[config.mk]
export PLATFORM = sky130hd
export DESIGN_NAME = axis_sample_source
export DESIGN_NICKNAME = d
export VERILOG_FILES = /design/src/rtl/axis_sample_source.sv
export SDC_FILE = /design/constraint.sdc
export NUM_CORES = 1
export LEC_CHECK = 0
export CELL_PAD_IN_SITES_DETAIL_PLACEMENT = 1
export CELL_PAD_IN_SITES_GLOBAL_PLACEMENT = 2
export CORE_MARGIN = 2
export CORE_UTILIZATION = 31
export DETAILED_ROUTE_END_ITERATION = 6
export PLACE_DENSITY = 0.87
export SETUP_SLACK_MARGIN = 0.05
export SYNTH_ARGS = -nofsm -noshare
export SYNTH_HDL_FRONTEND = slang
export SYNTH_SLANG_ARGS = --single-unit
[constraint.sdc]
create_clock -name clk -period 2.34 [get_ports clk]
set_input_delay 0.351 -clock clk [delete_from_list [all_inputs] [get_ports clk]]
set_output_delay 0.351 -clock clk [all_outputs]
set_load 0.02 [all_outputs]
[src/rtl/axis_sample_source.sv]
// rtl/axis_sample_source.sv - offset-binary ADC sample to AXI-Stream source with small FIFO
// Overflow drops the newest sample; a pop in the same cycle makes room for it instead.
module axis_sample_source #(
  parameter int ADC_W = 12,
  parameter int DEPTH = 4
) (
  input  logic                     clk,
  input  logic                     rst_n,
  input  logic                     en,
  input  logic                     adc_valid,
  input  logic [ADC_W-1:0]         adc_data,
  input  logic                     clear_ovf,
  output logic                     m_axis_tvalid,
  input  logic                     m_axis_tready,
  output logic [31:0]              m_axis_tdata,
  output logic [$clog2(DEPTH):0]   fill,
  output logic                     overflow,
  output logic [15:0]              drop_cnt
);

  localparam int PTR_W = $clog2(DEPTH);
  localparam int CNT_W = PTR_W + 1;
  localparam logic [CNT_W-1:0] FULL_CNT = CNT_W'(DEPTH);

  logic [31:0]      mem_q [DEPTH];
  logic [31:0]      mem_d [DEPTH];
  logic [PTR_W-1:0] wr_ptr_q, wr_ptr_d;
  logic [PTR_W-1:0] rd_ptr_q, rd_ptr_d;
  logic [CNT_W-1:0] fill_q, fill_d;
  logic             overflow_q, overflow_d;
  logic [15:0]      drop_cnt_q, drop_cnt_d;

  logic [ADC_W-1:0] flipped;
  logic [31:0]      sample;
  logic             accept;
  logic             full;
  logic             pop;
  logic             push;
  logic             drop;

  // Flipping the MSB turns offset-binary into two's complement of the same width.
  assign flipped = {~adc_data[ADC_W-1], adc_data[ADC_W-2:0]};
  assign sample  = 32'($signed(flipped));

  assign accept = adc_valid & en;
  assign full   = (fill_q == FULL_CNT);
  assign pop    = m_axis_tvalid & m_axis_tready;
  assign push   = accept & (~full | pop);
  assign drop   = accept & full & ~pop;

  always_comb begin
    mem_d      = mem_q;
    wr_ptr_d   = wr_ptr_q;
    rd_ptr_d   = rd_ptr_q;
    fill_d     = fill_q;
    overflow_d = overflow_q;
    drop_cnt_d = drop_cnt_q;

    if (push) begin
      mem_d[wr_ptr_q] = sample;
      wr_ptr_d        = wr_ptr_q + PTR_W'(1);
    end
    if (pop) begin
      rd_ptr_d = rd_ptr_q + PTR_W'(1);
    end
    if (push && !pop) begin
      fill_d = fill_q + CNT_W'(1);
    end else if (pop && !push) begin
      fill_d = fill_q - CNT_W'(1);
    end

    // A drop coinciding with a clear restarts the count at one rather than zero.
    if (drop) begin
      overflow_d = 1'b1;
      if (clear_ovf) begin
        drop_cnt_d = 16'd1;
      end else if (drop_cnt_q != 16'hFFFF) begin
        drop_cnt_d = drop_cnt_q + 16'd1;
      end
    end else if (clear_ovf) begin
      overflow_d = 1'b0;
      drop_cnt_d = 16'd0;
    end
  end

  always_ff @(posedge clk or negedge rst_n) begin
    if (!rst_n) begin
      wr_ptr_q   <= '0;
      rd_ptr_q   <= '0;
      fill_q     <= '0;
      overflow_q <= 1'b0;
      drop_cnt_q <= 16'd0;
    end else begin
      wr_ptr_q   <= wr_ptr_d;
      rd_ptr_q   <= rd_ptr_d;
      fill_q     <= fill_d;
      overflow_q <= overflow_d;
      drop_cnt_q <= drop_cnt_d;
    end
  end

  // Storage needs no reset: fill_q gates everything visible from it.
  always_ff @(posedge clk) begin
    mem_q <= mem_d;
  end

  assign m_axis_tvalid = (fill_q != '0);
  assign m_axis_tdata  = m_axis_tvalid ? mem_q[rd_ptr_q] : 32'd0;
  assign fill          = fill_q;
  assign overflow      = overflow_q;
  assign drop_cnt      = drop_cnt_q;

endmodule

* Yosys cells after proc, flatten, opt, wreduce, memory -nomap -nowiden *
Cells that the tools add are included.
W data, S select, Z words.

storage, ports and cells
  output and inout bits = 53
  input bits = 18
  register bits after elaboration = 152

cells by class
  equality and inequality tests = 2
  order comparisons = 3
  reduce and logical (&&, ||, !) cells = 10
  bitwise logic cells = 11
  mux-type cells = 15
  add/subtract/negate cells = 5

operators with widths
  cell                     count
  $bwmux W128              1
  $mux W32                 4
  $bmux W32 S2             1
  $demux W32 S2            1
  $mux W16                 4
  $add A16 B1 Y16 const B  1
  $ne A16 B16 Y1 const B   1
  $ge A3 B3 Y1 const B     2
  $mux W3                  2
  $not A2 Y3               2
  $reduce_bool A2 Y1       3
  $and A1 B1 Y1            5
  $add A2 B1 Y2 const B    2
  $add A3 B1 Y3 const B    1
  $eq A3 B3 Y1 const B     1
  $logic_and A1 B1 Y1      3
  $lt A3 B1 Y1 const B     1
  $not A1 Y1               3
  $reduce_bool A3 Y1       1
  $sub A3 B1 Y3 const B    1
  $logic_not A1 Y1         2
  $mux W1                  2
  $reduce_and A2 Y1        1
  $or A1 B1 Y1             1

* Depth between registers and ports, before layout *
  depth after elaboration = 8
  gate-level depth with buffers = 8
  mapped depth without buffers = 8

* Least setup slack after synthesis *
OpenSTA, ideal clock, no wires.

  kind = register -> output
  start point = register rd_ptr_q[0]
  end point = output port m_axis_tdata[12]
  setup slack = -0.068 ns
  required time = 1.989 ns
  arrival time = 2.057 ns
  path buffers = 3
  cell stages (with the launch flop) = 6
  cell sequence = dfrtp_1 > clkbuf_1 > buf_2 > mux4_2 > and2_1 > buf_4

on the way
  longest elaborated chain between the ends = 5

RTL lines
  element                                       RTL line  source
  start: declaration                            28        logic [PTR_W-1:0] rd_ptr_q, rd_ptr_d;
  start signal: assignment                      95        rd_ptr_q <= rd_ptr_d;
  $not A2 Y3 (implied by the code)              108       assign m_axis_tdata = m_axis_tvalid ? mem_q[rd_ptr_q] : 32'd0;
  $bmux W32 S2                                  108
  $mux W32 (implied by the code) (2 in series)  108
  $mux W32                                      108
  end: declaration                              15        output logic [31:0] m_axis_tdata,

Every way passes these cells. The select of a mux whose other input is x is not followed.

* Worst setup path in the final report *
  start point = register rd_ptr_q[0]
  end point = output port m_axis_tdata[5]

Same word-level chain as after synthesis.

==> metrics.csv <==
metric,value,unit
clk_latency,0.35,ns
fp.dieW,110,microns
period_share,96.0,%
synth_flop_cell,edfxtp_1,
status,"complete, no violations",
tightest_slew,0.679,ns
pwr-share-seq,31.7,%
start_kind,register,
boundaryPins,71,
finalPower,5.04,mW
synthCells,256,
avgViaCountPerCell,4.99,
start_util,32.1,%
crit_type,register to output port,
overflow,0,
cts_max_path_buffers,2,
clockRootBuffer,clkbuf_8,
final_util,41.2,%
crit_chain,buf_12 > mux4_2 > and2_1 > clkdlybuf4s15_1,
dp_slack,-0.172,ns
clkPwrFrac,24.1,%
drtAntennaViolNets,0,
rsz0062_at_grt,false,
grtUsageTotal,15.1,%
grt_pass1_vias,2535,
max_freq,445,MHz
cp.arrival,1.89,ns
port_buffers,70,
core,0.0109,sq mm
synth-edff-count,48,
end_kind,output port,
maxCapViolCount,0,
synth_nets,281,
drt_iter0_drc,79,
grt_max_degree,30,
synth_area,0.00349,sq mm
maxSlewViolCount,0,
yosysTopAreaCell,edfxtp_1,
dp_hpwl,5.64,mm
synth_async_sr_flop_share,33.3,%
hold_viol,0,
p_leak,1.70,nW
ir_worst_vdd,0.462,mV
final_layout_size_suffix_gt1_share,26.5,%
synth_warnings,0,
yosysTopAreaCellShare,41.3,%
place_area,0.00433,sq mm
ys_top_cells_by_area,"edfxtp_1 (41%), dfrtp_1 (17%), mux4_2 (7.7%), buf_4 (4.3%), and2_1 (2.5%)",
die_h,110,microns
p_int,3.18,mW
clk_pin_slew,0.08,ns
setup_viol,0,
drc_errors,0,
synth_area_per_cell,13.6,sq um
cp_max_fo,11,
min_period,2.25,ns
gp_congestion,0.777,
ys_ff_latch,72,
hold_buffers,0,
setup_tns,0,ns
power_density,1120,mW/mm^2
via_count,2375,
final_cell_area,0.00448,sq mm
required,1.99,ns
h-tree-depth,3,
grt_pass1_wl,13.5,mm
cts_tree,done,
setup_ws,0.0944,ns
p_sw,1.86,mW
min_path_type,input port to async pin,
cpPeakStageDelay,0.50,ns
wirelength,8.48,mm
cts_buffers,9,
antenna_cells,0,
p_sw_share,36.8,%
yosysSeqAreaShare,58.5,%
antenna_found_initial,0,
dieArea,0.0121,sq mm
wl_per_cell,17.8,microns
final_nets,356,
relSlewSlack,54.7,%
skew,0.00683,ns
cp_slowest_cell,mux4_2,
cts.sinks,72,
rows,38,
drt-pass1-iter-count,4,
syn_to_final_growth,28.5,%
synthDistinctLibCells,45,
combPwrFrac,44.3,%
layer usage:
layer	GRT usage, %	part of all wire (%)	vias up
met5	0	0	-
met4	5.80	2.1	0
met3	4.47	4.8	15
met2	25.5	50	56
met1	18.0	43	1226
li1	-	-	1078
synth_stat cells (3+ instances only):
cell      count
edfxtp_1     48
dfrtp_1      24
buf_4        20
nand2_1      17
and2_1       14
mux4_2       12
nor2_1       10
inv_1         8
nor2b_1       8
mux2i_1       7
xnor2_1       7
clkbuf_1      6
ha_1          6
nand3_1       6
nand4_1       6
a21oi_1       5
nor4_1        5
and3_1        4
o21ai_0       4
o21ai_1       3
xor2_1        3
sequential cells by signal, summed over array words and instances, names as in the netlist:
name and flops:
fill 3, overflow 1, rd_ptr_q 2, drop_cnt 16, wr_ptr_q 2, mem_q 48
critical path: cells and delay by family (launching register included):
kind	cells	cell delay [ns]
buffers and inverters	2	0.46
multiplexers	1	0.50
flip-flops	1	0.40
AND/OR/NAND/NOR	1	0.17
area by class of cell:
cell class / instances / area (sq um)
clock buffer: 10 / 128
clock inverter: 6 / 115
fill: 1166 / 6400
inverter: 8 / 30.0
multi-input combinational: 147 / 1240
sequential: 72 / 2040
tap: 140 / 175
timing repair buffer: 93 / 754
worst paths after layout:
| check | start | end | slack [ns] | depth (start not counted) |
|---|---|---|---|---|
| worst min-delay path | rst_n | drop_cnt[14] | 0.36 | 2 |
| max in group asynchronous | rst_n | rd_ptr_q[0] | 1.72 | 2 |
| min in group clk | overflow | overflow | 0.57 | 2 |
| worst max register to register | fill[1] | fill[1] | 0.21 | 7 |
| worst max-delay path | rd_ptr_q[0] | m_axis_tdata[5] | 0.09 | 4 |
| worst min register to register | overflow | overflow | 0.57 | 2 |
stage by stage:
step,hold slack (ns),std cells
after floorplan,0.0554,256
after global placement,0.541,456
after detailed placement,0.532,456
after CTS,0.372,473
after global routing,0.376,476
final,0.362,476
power groups by stage:
stage,clock (mW),combinational (mW),sequential (mW)
2_1_floorplan,0,1.60,1.66
3_3_place_gp,0,2.46,1.61
3_5_place_dp,0,2.51,1.62
4_1_cts,1.22,2.31,1.60
5_1_grt,1.27,2.41,1.61
6_report,1.21,2.23,1.60
placed cells by master (no fill, tap or decap), types with 7 or more instances in the layout:
cell type        netlist  routed
mux2i_1                7       7
nor2b_1                8       8
and2_1                14      13
xnor2_1                7       7
edfxtp_1              48      48
nor2_1                10      10
mux4_2                12      12
clkbuf_2               0      24
clkdlybuf4s50_1        0      38
clkbuf_8               0       9
nand2_1               17      17
buf_4                 20      22
dfrtp_1               24      23
inv_1                  8       8
timing repair:
item	in CTS	in global routing
resized for setup	40	55
endpoints found under the setup margin	34	32
pin swaps	0	0
cloned	0	0
buffers inserted	1	3
logic make-up (layout without fill, tap and decap cells):
| family | count (synthesis) | count (layout) | share of synthesized area [%] |
|---|---|---|---|
| simple gates | 89 | 89 | 16.0 |
| flops | 72 | 72 | 58.5 |
| buf+inv | 37 | 117 | 6.38 |
| mux | 21 | 21 | 10.4 |
| compound gates | 20 | 20 | 3.48 |
| xor+xnor | 10 | 10 | 2.51 |
| fa+ha+maj | 7 | 7 | 2.72 |
Power figures use the tool's default switching activity.
